===== src/rtl/apb_regfile_slave.sv =====
// apb_regfile_slave: APB slave holding NUM_REGS registers of DATA_WIDTH bits,
// with WAIT_CYCLES programmable wait states and an error response for word
// indices beyond the register file. Contents are exported flat on regs_o.
// Optional feature macro: APB_PSTRB_EN adds the pstrb port and byte-lane writes.
module apb_regfile_slave #(
   parameter int ADDR_WIDTH  = 32,
   parameter int DATA_WIDTH  = 32,
   parameter int NUM_REGS    = 8,
   parameter int WAIT_CYCLES = 0
) (
   input  logic                           pclk,
   input  logic                           preset,
   input  logic                           psel,
   input  logic                           penable,
   input  logic                           pwrite,
   input  logic [ADDR_WIDTH-1:0]          paddr,
   input  logic [DATA_WIDTH-1:0]          pwdata,
`ifdef APB_PSTRB_EN
   input  logic [DATA_WIDTH/8-1:0]        pstrb,
`endif
   output logic [DATA_WIDTH-1:0]          prdata,
   output logic                           pready,
   output logic                           pslverr,
   output logic [NUM_REGS*DATA_WIDTH-1:0] regs_o
);

   localparam int BYTES    = DATA_WIDTH / 8;
   localparam int OFF_BITS = $clog2(BYTES);
   localparam int IDX_W    = ADDR_WIDTH - OFF_BITS;
   localparam int SEL_W    = (NUM_REGS > 1) ? $clog2(NUM_REGS) : 1;
   localparam logic [3:0] CNT_INIT = (WAIT_CYCLES > 0) ? 4'(WAIT_CYCLES - 1) : 4'd0;

   typedef enum logic [1:0] {ST_IDLE, ST_WAIT, ST_ACCESS} state_t;

   state_t                                  state, state_n;
   logic [3:0]                              cnt, cnt_n;
   logic                                    capture, commit;
   logic [IDX_W-1:0]                        idx;
   logic                                    wr;
   logic [DATA_WIDTH-1:0]                   wdata;
`ifdef APB_PSTRB_EN
   logic [BYTES-1:0]                        strb;
`endif
   logic [NUM_REGS-1:0][DATA_WIDTH-1:0]     regs;
   logic                                    in_range;
   logic [SEL_W-1:0]                        sel;

   assign in_range = (idx < IDX_W'(NUM_REGS));
   assign sel      = idx[SEL_W-1:0];

   // Byte-offset address bits never select anything.
   generate
      if (OFF_BITS > 0) begin : g_off
         logic unused_offset;
         assign unused_offset = ^paddr[OFF_BITS-1:0];
      end
   endgenerate

   // Next-state logic: setup capture, wait countdown, completion and master abort.
   always_comb begin
      // NOTE: every output of this block is defaulted first so no path leaves it unassigned (no latch).
      state_n = state;
      cnt_n   = cnt;
      capture = 1'b0;
      commit  = 1'b0;
      case (state)
         ST_IDLE: begin
            if (psel && !penable) begin
               capture = 1'b1;
               if (WAIT_CYCLES > 0) begin
                  state_n = ST_WAIT;
                  cnt_n   = CNT_INIT;
               end else begin
                  state_n = ST_ACCESS;
               end
            end
         end
         ST_WAIT: begin
            if (!psel) begin
               state_n = ST_IDLE;
            end else if (cnt == 4'd0) begin
               state_n = ST_ACCESS;
            end else begin
               cnt_n = cnt - 4'd1;
            end
         end
         ST_ACCESS: begin
            state_n = ST_IDLE;
            commit  = psel && wr && in_range;
         end
         default: state_n = ST_IDLE;
      endcase
   end

   // State, wait counter and setup-phase capture registers.
   always_ff @(posedge pclk) begin
      // NOTE: sequential state uses non-blocking assignments so every flop samples pre-edge values.
      if (preset) begin
         state <= ST_IDLE;
         cnt   <= 4'd0;
         idx   <= '0;
         wr    <= 1'b0;
         wdata <= '0;
`ifdef APB_PSTRB_EN
         strb  <= '0;
`endif
      end else begin
         state <= state_n;
         cnt   <= cnt_n;
         if (capture) begin
            idx   <= paddr[ADDR_WIDTH-1:OFF_BITS];
            wr    <= pwrite;
            wdata <= pwdata;
`ifdef APB_PSTRB_EN
            strb  <= pstrb;
`endif
         end
      end
   end

   // Register file update on a completing in-range write.
   always_ff @(posedge pclk) begin
      // NOTE: the register file is built from flops, so it is cleared by reset like any other state.
      if (preset) begin
         regs <= '0;
      end else if (commit) begin
`ifdef APB_PSTRB_EN
         for (int b = 0; b < BYTES; b++) begin
            if (strb[b]) regs[sel][b*8 +: 8] <= wdata[b*8 +: 8];
         end
`else
         regs[sel] <= wdata;
`endif
      end
   end

   assign pready  = (state == ST_ACCESS);
   assign pslverr = pready && !in_range;
   assign prdata  = (pready && !wr && in_range) ? regs[sel] : '0;
   assign regs_o  = regs;

endmodule


===== config.mk =====
export PLATFORM = sky130hd
export DESIGN_NAME = apb_regfile_slave
export DESIGN_NICKNAME = d
export VERILOG_FILES = /design/src/rtl/apb_regfile_slave.sv
export SDC_FILE = /design/constraint.sdc
export NUM_CORES = 1
export LEC_CHECK = 0
export CAP_MARGIN = 0
export CORE_MARGIN = 5
export CORE_UTILIZATION = 50
export DETAILED_ROUTE_END_ITERATION = 8
export PLACE_DENSITY = 0.89
export SLEW_MARGIN = 20
export SYNTH_ARGS = -nofsm -noshare
export SYNTH_HDL_FRONTEND = slang
export SYNTH_SLANG_ARGS = --single-unit

===== constraint.sdc =====
create_clock -name pclk -period 2.2 [get_ports pclk]
set_clock_uncertainty 0.1 [all_clocks]
set_input_delay 0.44 -clock pclk [delete_from_list [all_inputs] [get_ports pclk]]
set_output_delay 0.44 -clock pclk [all_outputs]
set_load 0.02 [all_outputs]

==> run metrics <==
worst min path class in -> reg; Starting Density approximately half; Clock Tree Buf Depth 3; Area Overhead vs Synth 48.3%; routability cong. between 0.8 and 0.9; routed via count around 13000; area leader, netlist dfxtp_1; Port Buffers about 360; Detailed Routing Iterations Pass 1 5; Pwr Density 612 mW/mm^2; Die Y ~180 um; status finished with violations; fillers ~1900; final hold viol count 0; final worst slack -0.656 ns; Hold Path Stages 2; area share of fa/ha/maj cells after synthesis 0%; min Tclk post-route roughly 2.9 ns; Syn Nets 1501; violated checks negative setup slack; most common cell in the netlist dfxtp_1; Synth Warn # 0; Seq/Total Area, Yosys between 40% and 50%; Simple-Gate Fraction of Synth Area between 10% and 20%; Root Driver clkbuf_16; Post-Layout Inst Area ~0.021 sq mm; FFs w/ async S/R, synth 0%; IO Pins 359; Gate power share between 8 and 9%; Switching Fraction between 20% and 30%; met1 usage between 30% and 40%; Reg clk slew, reported paths 0.06 ns; critical path capture point type primary output; CTS tree done; Syn Inst Count 1432; wire per inst between 20 and 25 um; Post-Synth XOR/XNOR Area 0%; critical path arrival 2.32 ns; vias per cell ~6; die width around 180 um; number of synthesized flops with an enable pin 0; Netlist cell types 40; Internal Power 10100 uW; top post-synthesis cells by count dfxtp_1, nand2b_1, mux2i_1, nand2_1, a21oi_1; Initial DRC Count 1136; syn avg cell area around 10 sq um; startpoint type of the worst setup path flop; Final setup viols 79; Synth Area in Compound Gates between 7 and 8%; max incr delay on CP 0.32 ns; unrepaired setup endpoints after global routing true; pin slew with the least headroom to its limit around 0.46 ns; leakage approximately 0.009 uW; core area between 0.02 and 0.03 sq mm; # rows between 60 and 70; DRC Markers 0; n_diodes 0; post-DP HPWL ~38000 um; share of cells above drive strength 1 20.1%; fin crit share 130%; Crit path required time 1.66 ns; CP cell instances nor4_2 -> and4_4 -> nand4b_4 -> buf_12 -> buf_6 -> a221oi_4 -> buf_6; Critical-path top delay cell dfxtp_1; largest net degree at the start of global routing a little under 60; GRT busiest layer met2; Relative slew margins 69.6%; CP max FO 7; VDD IR max approximately 530 uV; post-placement cell area about 0.019 sq mm; initial antenna violation count 2; Net Sw Power a little under 3000 uW; Place WS -0.718 ns; #FFs+latches synth between 300 and 400; Total GRT Usage around a third; CTS Buf Count 34; clock group share of total power between 40% and 50%; Synth Flop Type dfxtp_1; via count of the first global-routing pass around 14000; M2 GR Usage about half; first-pass GRT wire length 81600 um; post-synthesis cell area between 0.01 and 0.015 sq mm; aggregate global routing overflow 0; Global Route met3 Usage 7.98%; largest cells by area after synthesis dfxtp_1, mux2i_1, nand2b_1; max-cap viol count 0; antenna viol nets, final 0; Final #Nets ~1900; CTS Hold Bufs 0; crit-path most repeated cell buf_6; die area around 0.032 sq mm; CTS Sinks 320; later-pin clock latency in the skew report 0.51 ns; sequential fraction of design power between 40 and 50%; Peak Freq 350 MHz; Storage cell area 0.00642 sq mm; Yosys top cell area share between 40% and 50%; post-synthesis mux area share about a quarter; Worst Reg-to-Reg Cells 9; area of the multi-input gates between 0.007 and 0.008 sq mm; largest family of logic cells by synthesized area multiplexers; fin. max-slew vios 0; # H-tree levels 2; Worst Setup Path Type reg -> out; final WL ~56000 um
[cell type report]
type | instances | area share (%)
Inverter | 4 | 0.0939
Clock buffer | 52 | 4.84
Clock inverter | 9 | 0.698
Multi-Input combinational cell | 961 | 36.0
Sequential cell | 320 | 30.1
Timing Repair Buffer | 534 | 26.0
Tap cell | 384 | 2.25
[final timing paths]
kind	start	to	slack, ns
worst min-delay path	preset	wdata[11]$_SDFFE_PP0P_	0.24
worst max register to register	idx[13]$_SDFFE_PP0P_	regs_o[28]$_SDFFE_PP0P_	-0.13
worst min register to register	wdata[29]$_SDFFE_PP0P_	wdata[29]$_SDFFE_PP0P_	0.35
worst max-delay path	idx[13]$_SDFFE_PP0P_	prdata[27]	-0.66
[sequential cells by signal, summed over array words and instances, names as in the netlist]
signal and flops:
wdata 32, state 1, regs_o 256, wr 1, idx 30
[power groups by stage]
stage / clock network (uW) / logic [uW] / registers (uW)
after floorplan: 0 / 499 / 6000
after global placement: 0 / 902 / 6010
after detailed placement: 0 / 917 / 6010
after CTS: 6080 / 999 / 5890
after global routing: 6360 / 1140 / 5900
final: 6070 / 1090 / 5890
[metrics by stage]
stage	setup TNS, ns	total power, uW	std cells	hold slack (ns)	util (%)
3_3_place_gp	-23.35	6910	2177	0.342	67.9
5_1_grt	-29.36	13400	2264	0.269	74.7
3_5_place_dp	-33.94	6930	2177	0.348	67.9
2_1_floorplan	-1.74	6500	1432	0.336	-
6_report	-20.94	13100	2264	0.240	74.7
4_1_cts	-17.21	13000	2256	0.236	73.4
[layout by cell type (no fill, tap or decap), drive strengths merged, types with 24 or more instances in the layout]
cell             n
a21oi           73
nand2          149
mux4            24
nand2b         294
dfxtp          320
o221ai          36
clkbuf          54
buf            210
clkdlybuf4s50  319
mux2i          265
[worst max-delay path, delay by kind of cell (launching register included)]
kind | cells | cell delay, ns
AOI/OAI and AO/OA | 1 | 0.25
buffers and inverters | 3 | 0.48
DFF | 1 | 0.32
and+or+nand+nor | 3 | 0.75
[layer usage]
| metal | wire length, um | up-vias | share of wire [%] |
|---|---|---|---|
| met4 | 3640 | 4 | 6.5 |
| li1 | - | 5786 | - |
| met3 | 4700 | 237 | 8.4 |
| met5 | 26 | - | 0.046 |
| met2 | 26200 | 767 | 47 |
| met1 | 21500 | 6444 | 38 |
[kinds of logic after synthesis]
| logic type | count (synthesis) |
|---|---|
| buffers and inverters | 151 |
| DFF | 320 |
| and+or+nand+nor | 484 |
| muxes | 310 |
| AOI/OAI and AO/OA | 167 |
[repair_timing]
item	in CTS	in global routing
endpoints found under the setup margin	33	65
cloned	2	1
pin swaps	3	9
setup buffers	16	9
resized for setup	232	57
No activity file was read; power rests on OpenSTA's default activity.
==> edit (same settings) <==
Add a define of `APB_PSTRB_EN`.
--- a/src/rtl/apb_regfile_slave.sv
+++ b/src/rtl/apb_regfile_slave.sv
@@ -4,2 +4,4 @@
 // Optional feature macro: APB_PSTRB_EN adds the pstrb port and byte-lane writes.
+`define APB_PSTRB_EN
+
 module apb_regfile_slave #(
Ports: changed (added pstrb); port bits go from 359 to 363. The function was not compared with the original's and may differ.
==> edit against the unedited design <==
Global-route usage grew 1.4 points. Area after synthesis shrank 2.7%. Critical path depth is the same. Highest routed layer is now met4. The run still ends with setup timing left. Sequential cell count grew 4. Design area grew 1.0%. Worst setup slack lost 0.095 ns. Wire length shrank 2.3%. Power grew 1.0%.
==> edit: results (changes against the unedited design) <==
[routing]
dr.pass1.iters=6  ; +1
wl_per_cell_um=23.7  ; -4.4%

[power]
max-vdd-ir-drop_uv=623  ; +18%
leakage_uw=0.00904  ; -0.61%

[logic_synthesis]
syn_nets=1511  ; +0.67%
yosysSeqAreaShare_pct=46.4  ; +1.8 points
synthCells=1438  ; +0.42%
synthTopCellsByArea=dfxtp_1 46%, mux2i_1 18%, nand2b_1 13%
synth.distinct_cells=31  ; -23%

[worst_setup_path]
rr_startpoint=idx[15]
cp.arrival_ns=2.41  ; +0.09 ns
slowest_stage=or4_4
worst-path-max-fanout=8  ; +1
critPathTopFamily=simple AND/OR/NAND/NOR gates
startpoint=idx[15]
slowest_delay_ns=0.56  ; +0.24 ns

[timing]
tightest_slew_ns=0.461  ; +0.00509 ns
setup_violations=289  ; +270%
fin_setup_tns_ns=-70.68  ; -49.74 ns
setup_ws_ns=-0.751  ; -0.0946 ns

[finish]
drive_above_1_share_pct=20.4  ; +0.34 points
instances_no_fill=2315  ; +2.3%
fillers=1681  ; -9.7%
nets=1986  ; +3.2%

[place]
place_congestion=0.906  ; +1.6%
dpl.cell_count=2241  ; +2.9%
io_buffers=360  ; +1.1%
place_ws_ns=-0.721  ; -0.00241 ns
dp_hpwl_um=37800  ; +0.17%

[outcome]
violations=setup timing
status=finished with violations

[clocking]
post_cts_buffers=5  ; -11
cts_resized=188  ; -19%
cts_buffers=35  ; +2.9%

[grt]
grt_usage_pct=33.1  ; +1.4 points
grt_pass1_vias=13800  ; +2.1%
grt_pass1_wl_um=80700  ; -1.1%
grt_max_degree=79  ; +34%
antenna_found_initial=0  ; -2

## edit: cell count changes after synthesis, moves of 7 or more
cell,delta
mux4_2,-24
mux2i_1,-9
clkbuf_1,+25
nand2_1,-12
o22a_1,+30
o22ai_1,+39
nor4_1,+31
a211oi_1,-11
buf_1,+9
buf_2,-39
nand3_2,+25
nor2_1,-7
mux2_2,-21
## edit: logic make-up (layout without fill, tap and decap cells)
logic type             count (synthesis)  count (layout)  synth area share, %
multiplexers                         256             256                 18.3
AO/OA/AOI/OAI                        197             197                 9.37
buffers and inverters                134             633                 3.64
flip-flops                           324             324                 46.4
AND/OR/NAND/NOR                      527             527                 22.3
## edit: cell type report
cell class | instances | share of cell area, %
clock buffers | 52 | 4.98
clock inverters | 9 | 0.587
inverters | 2 | 0.0348
multi-input cells | 980 | 36.2
flip-flops and latches | 324 | 30.1
well taps | 378 | 2.20
repair buffers | 570 | 25.9
## edit: path summary, 6_finish.rpt
check / slack, ns / to
worst max-delay path: -0.75 / prdata[0]
worst min-delay path: 0.19 / wdata[9]
worst max register to register: -0.27 / regs_o[210]
worst min register to register: 0.36 / wdata[27]
## edit: through the flow
step | hold WS [ns] | cell area [sq um]
finish | 0.194 | 21500
detailed placement | 0.346 | 20100
CTS | 0.151 | 21400
floorplan | 0.331 | 14700
global route | 0.194 | 21500
global placement | 0.342 | 20100
## edit: routing by layer
metal | vias up | part of all wire [%] | track usage, %
li1 | 5983 | - | -
met1 | 6633 | 37 | 39.6
met2 | 844 | 48 | 55.7
met3 | 249 | 8.8 | 6.75
met4 | 0 | 6.1 | 18.4
met5 | - | 0 | 0
## edit: power by group through the flow
stage,clock [uW],combinational (uW),sequential [uW]
after floorplan,0,654,6080
after global placement,0,1040,6090
after detailed placement,0,1060,6090
after CTS,6130,1100,5960
after global routing,6390,1190,5970
final,6070,1140,5970
